--- src/rtl/sw_btn_reader_pkg.sv ---
// sw_btn_reader_pkg: widths, read-select encodings and field offsets shared with the bus decoder
package sw_btn_reader_pkg;
    localparam int SW_W  = 24;
    localparam int BTN_W = 5;
    localparam int IN_W  = SW_W + BTN_W;
    localparam logic SEL_SW  = 1'b0;
    localparam logic SEL_BTN = 1'b1;
    localparam int BTN_PEND_LSB = 0;
    localparam int BTN_LVL_LSB  = 8;
    function automatic logic [31:0] btn_word(logic [BTN_W-1:0] lvl, logic [BTN_W-1:0] pend);
        logic [31:0] w;
        w = '0;
        w[BTN_LVL_LSB +: BTN_W]  = lvl;
        w[BTN_PEND_LSB +: BTN_W] = pend;
        return w;
    endfunction
endpackage

--- src/rtl/sw_btn_reader_debounce_bit.sv ---
// debounce_bit: 2-flop synchronizer plus two-tick agreement filter for one input bit
module debounce_bit (
    input  logic clk,
    input  logic rst,
    input  logic tick,
    input  logic din,
    output logic dout
);
    logic s1_q, s1_d, s2_q, s2_d, samp_q, samp_d, stable_q, stable_d;
    // sync chain shifts every cycle; samp/stable only move on a tick, stable only when two ticks agree
    always_comb begin
        s1_d     = din;
        s2_d     = s1_q;
        samp_d   = tick ? s2_q : samp_q;
        stable_d = (tick && s2_q == samp_q) ? s2_q : stable_q;
    end
    // state registers with synchronous active-low reset
    always_ff @(posedge clk) begin
        if (!rst) begin
            s1_q     <= 1'b0;
            s2_q     <= 1'b0;
            samp_q   <= 1'b0;
            stable_q <= 1'b0;
        end else begin
            s1_q     <= s1_d;
            s2_q     <= s2_d;
            samp_q   <= samp_d;
            stable_q <= stable_d;
        end
    end
    assign dout = stable_q;
endmodule

--- src/rtl/sw_btn_reader.sv ---
// sw_btn_reader: debounced switch/button input register with sticky button-press flags
module sw_btn_reader
    import sw_btn_reader_pkg::*;
#(
    parameter int DB_TICK = 1_000_000,
    parameter int DB_CW   = 20
) (
    input  logic              clk,
    input  logic              rst,
    input  logic [SW_W-1:0]   sw,
    input  logic [BTN_W-1:0]  btn,
    input  logic              rd_en,
    input  logic              rd_sel,
    output logic [31:0]       rdata,
    output logic              rvalid
);
    logic [DB_CW-1:0] cnt_q, cnt_d;
    logic             tick;
    logic [IN_W-1:0]  stable;
    logic [SW_W-1:0]  stable_sw;
    logic [BTN_W-1:0] stable_btn, stable_btn_d_q, stable_btn_d_d, pend_q, pend_d, btn_rise;
    logic [31:0]      rdata_q, rdata_d;
    logic             rvalid_q, rvalid_d, rd_btn;

    assign tick = (cnt_q == DB_CW'(DB_TICK - 1));

    for (genvar g = 0; g < IN_W; g++) begin : g_db
        debounce_bit u_db (
            .clk  (clk),
            .rst  (rst),
            .tick (tick),
            .din  (g < SW_W ? sw[g % SW_W] : btn[(g - SW_W) % BTN_W]),
            .dout (stable[g])
        );
    end

    assign stable_sw  = stable[SW_W-1:0];
    assign stable_btn = stable[IN_W-1:SW_W];
    assign btn_rise   = stable_btn & ~stable_btn_d_q;
    assign rd_btn     = rd_en && (rd_sel == SEL_BTN);

    // free-running tick counter, edge detect, sticky pend (a same-cycle rise beats the clear) and read mux
    always_comb begin
        cnt_d          = tick ? '0 : cnt_q + DB_CW'(1);
        stable_btn_d_d = stable_btn;
        pend_d         = (rd_btn ? '0 : pend_q) | btn_rise;
        rdata_d        = !rd_en ? rdata_q
                       : (rd_sel == SEL_BTN) ? btn_word(stable_btn, pend_q)
                       : {8'h00, stable_sw};
        rvalid_d       = rd_en;
    end

    // state registers with synchronous active-low reset
    always_ff @(posedge clk) begin
        if (!rst) begin
            cnt_q          <= '0;
            stable_btn_d_q <= '0;
            pend_q         <= '0;
            rdata_q        <= '0;
            rvalid_q       <= 1'b0;
        end else begin
            cnt_q          <= cnt_d;
            stable_btn_d_q <= stable_btn_d_d;
            pend_q         <= pend_d;
            rdata_q        <= rdata_d;
            rvalid_q       <= rvalid_d;
        end
    end

    assign rdata  = rdata_q;
    assign rvalid = rvalid_q;
endmodule

--- config.mk ---
export PLATFORM = sky130hd
export DESIGN_NAME = sw_btn_reader
export DESIGN_NICKNAME = d
export VERILOG_FILES = /design/src/rtl/sw_btn_reader_pkg.sv /design/src/rtl/sw_btn_reader_debounce_bit.sv /design/src/rtl/sw_btn_reader.sv
export SDC_FILE = /design/constraint.sdc
export NUM_CORES = 1
export LEC_CHECK = 0
export ABC_CLOCK_PERIOD_IN_PS = 2200
export CORE_MARGIN = 3
export CORE_UTILIZATION = 50
export CTS_CLUSTER_DIAMETER = 80
export DETAILED_ROUTE_END_ITERATION = 10
export GPL_TIMING_DRIVEN = 0
export PLACE_DENSITY_LB_ADDON = 0.15
export SLEW_MARGIN = 20
export SYNTH_ARGS = -nofsm -noshare
export SYNTH_HDL_FRONTEND = slang
export SYNTH_SLANG_ARGS = --single-unit
--- constraint.sdc ---
create_clock -name clk -period 2.2 [get_ports clk]
set_input_delay 0.44 -clock clk [delete_from_list [all_inputs] [get_ports clk]]
set_output_delay 0.44 -clock clk [all_outputs]
set_load 0.01 [all_outputs]
==> impl_metrics.py <==
metrics = {
    "status": {
        "status": "complete, no violations",
    },
    "yosys": {
        "synth-main-ff-cell": "dfxtp_1",
        "synth_top_cell_area_share": 0.557,
        "synthCells": 656,
        "ys_types": 34,
        "synth_seq_cells": 171,
        "synth_warnings": 0,
        "syn-mean-instance-area_um2": 9.36,
        "synth_area_leaders": "dfxtp_1 56%, o21ai_0 7.7%, and2_1 6.0%",
        "synth-edff-count": 0,
        "netlist_area_mm2": 0.00614,
        "ys_seq_area_frac": 0.557,
        "async_reset_ff_frac": 0,
        "synth_top_area_cell": "dfxtp_1",
    },
    "timing": {
        "worstMarginPinSlew_ps": 808,
        "skew_ps": 9.28,
        "finalSetupViolCount": 0,
        "min_period_ps": 2050,
        "fin_crit_sh": 0.931,
        "max_clock_freq_mhz": 488,
        "rsz0062_at_grt": "false",
        "slew_headroom": 0.462,
        "hold_viol_final": 0,
        "slew_viol_final": 0,
        "timing.hold.ws_ps": 423,
        "tns_ps": 0,
    },
    "cts": {
        "numCtsBuffers": 17,
        "clk_latency_ps": 420,
        "tritoncts": "built",
        "cts_root_buf": "clkbuf_16",
        "cts_sinks": 171,
        "post-cts-setup-buffers": 0,
        "cts_max_path_buffers": 2,
        "path_clk_slew_ps": 60,
        "htreeDepth": 4,
    },
    "hold_path": {
        "hold_depth": 1,
        "hold_class": "reg2reg",
        "hold_end": "pend_q[0]",
        "hold_start": "stable_btn_d_q[0]",
    },
    "final_layout": {
        "drive_gt1_frac": 0.0696,
        "num_antenna_cells": 0,
        "area_delta_synth_final_pct": 22.4,
        "nets": 770,
        "final_area_mm2": 0.00751,
        "stdcell_count": 890,
        "fin_util": 0.642,
    },
    "global_route": {
        "grt_max_degree": 17,
        "antenna_found_initial": 0,
        "grt_pass1_wl_mm": 22.6,
        "grtUsageTotal": 0.214,
        "grt_pass1_vias": 4769,
        "grt.overflow.total": 0,
    },
    "pwr": {
        "ir_drop_mv": 0.628,
        "power_density_mw_per_mm2": 858,
        "p_leak_nw": 2.69,
    },
    "placement": {
        "gp_congestion": 0.824,
        "hpwl_mm": 9.50,
        "dp_cells": 862,
        "io_buffer_count": 56,
        "dpl_cell_area_mm2": 0.00691,
    },
    "setup_path": {
        "max_stage_delay_ps": 560,
        "path_class": "reg2reg",
        "cpMaxStageDelayCell": "or4_4",
        "worstSetupEndpointType": "register",
        "r2r_cells": 5,
        "reg2reg_to": "cnt_q[18]",
        "crit_family": "simple AND/OR/NAND/NOR gates",
        "timing.rr.start": "cnt_q[0]",
        "worstPathRequired_ps": 2550,
        "path_buf_inv": 0,
        "arrival_ps": 2400,
        "critPathLaunchType": "register",
        "cp_max_fo": 7,
        "worst-r2r-setup-slack_ps": 150,
        "crit_path_cell_trace": "ha_2 -> nand2_1 -> or4_4 -> or4_1 -> a21oi_1",
    },
    "detailed_routing": {
        "wire_per_inst_um": 15.8,
        "wl_mm": 14.1,
        "num_vias": 5019,
        "drt_iter0_drc": 348,
        "drc": 0,
        "drt-vias-per-instance": 5.64,
        "ant_nets": 0,
        "drt_first_pass_iters": 5,
    },
    "job": {
        "maxCapViolCount": 0,
    },
    "floorplan": {
        "die_h_um": 117,
        "initial_core_util": 0.524,
        "coreArea_mm2": 0.0117,
        "rows": 39,
        "dieArea_mm2": 0.0136,
        "num_io_pins": 66,
        "die_w_um": 117,
    },
}
==> per-layer routing <==
metal,GRT usage,wire length (um),vias up
met5,0,0,-
met4,0.0833,259,0
met3,0.0519,662,19
met2,0.357,7000,159
met1,0.268,6180,2387
li1,-,-,2454
==> worst max path at each step <==
stage / from / endpoint / slack [ps] / depth (start not counted)
finish: cnt_q[0] / cnt_q[18] / 150 / 5
floorplan: cnt_q[0] / cnt_q[18] / 180 / 6
global placement: rst / rdata[23] / -160 / 5
global route: cnt_q[13] / g_db[9].u_db.samp_q / 10 / 7
CTS: cnt_q[16] / g_db[9].u_db.samp_q / 3 / 6
detailed placement: rst / rdata[23] / -220 / 5
==> area by class of cell <==
| type | count | area, um^2 |
|---|---|---|
| inverters | 9 | 33.8 |
| clock inverters | 6 | 113 |
| well taps | 143 | 179 |
| fillers | 972 | 4200 |
| repair buffers | 56 | 561 |
| clock buffers | 24 | 482 |
| plain buffers | 55 | 250 |
| flip-flops and latches | 171 | 3420 |
| multi-input cells | 426 | 2470 |
==> cell usage after synthesis, drive strengths merged, types with 6 or more instances <==
library cell and n:
a21oi 37, xnor2 6, nand4 34, a31oi 29, nand3 36, mux2i 24, dfxtp 171, o21ai 97
inv 8, and2 59, nor2 38, a211oi 10, clkbuf 41, buf 16, nand2 20
==> repair_timing <==
action,in CTS,in global routing
pin swaps,0,0
endpoints found under the setup margin,25,48
hold buffers,0,0
resized for setup,2,13
==> per-stage QoR <==
step                worst slack (ps)  power (W)
floorplan                        176    0.00339
global placement                -164    0.00351
detailed placement              -218    0.00351
CTS                             3.00    0.00649
global route                    12.4    0.00665
finish                           152    0.00645
==> where the power goes <==
group	total [W]	leakage (nW)	internal (W)	switching (W)
clock network	0.00300	0.290	0.00187	0.00114
logic	0.000249	1.01	0.000128	0.000121
registers	0.00320	1.39	0.00316	0.0000356
==> sequential cells by signal, summed over array words and instances, names as in the netlist <==
register and cells:
rvalid 1, pend_q 5, g_db.u_db.s1_q 29, stable_btn_d_q 5, cnt_q 20, g_db.u_db.samp_q 29
rdata 24, g_db.u_db.dout 29, g_db.u_db.s2_q 29
==> kinds of logic after synthesis <==
family | count (synthesis) | share of synthesized area
AOI/OAI and AO/OA | 175 | 0.154
buffers and inverters | 66 | 0.0463
other | 1 | 0.000611
xor gates and xnor gates | 11 | 0.0157
adders and majority gates | 1 | 0.00204
and+or+nand+nor | 207 | 0.185
DFF | 171 | 0.557
muxes | 24 | 0.0391
==> placed cells by master, fill, tap and decap left out, types with 4 or more instances in the layout <==
| cell type | Yosys | routed |
|---|---|---|
| clkbuf_1 | 41 | 36 |
| and2_1 | 59 | 59 |
| nand2_1 | 20 | 20 |
| a211oi_1 | 10 | 10 |
| nor2_1 | 38 | 38 |
| inv_1 | 8 | 8 |
| a31oi_1 | 29 | 29 |
| buf_1 | 3 | 4 |
| or3_1 | 5 | 5 |
| a21oi_1 | 36 | 36 |
| clkbuf_16 | 0 | 17 |
| dfxtp_1 | 171 | 171 |
| buf_2 | 5 | 6 |
| conb_1 | 1 | 8 |
| buf_4 | 8 | 8 |
| xnor2_1 | 6 | 6 |
| o21ai_0 | 95 | 95 |
| clkdlybuf4s50_1 | 0 | 56 |
| clkbuf_2 | 0 | 5 |
| xor2_1 | 5 | 5 |
| mux2i_1 | 24 | 24 |
| nand4_1 | 33 | 33 |
| nand3_1 | 36 | 36 |
Note: power is estimated with default switching activity, not from simulation.
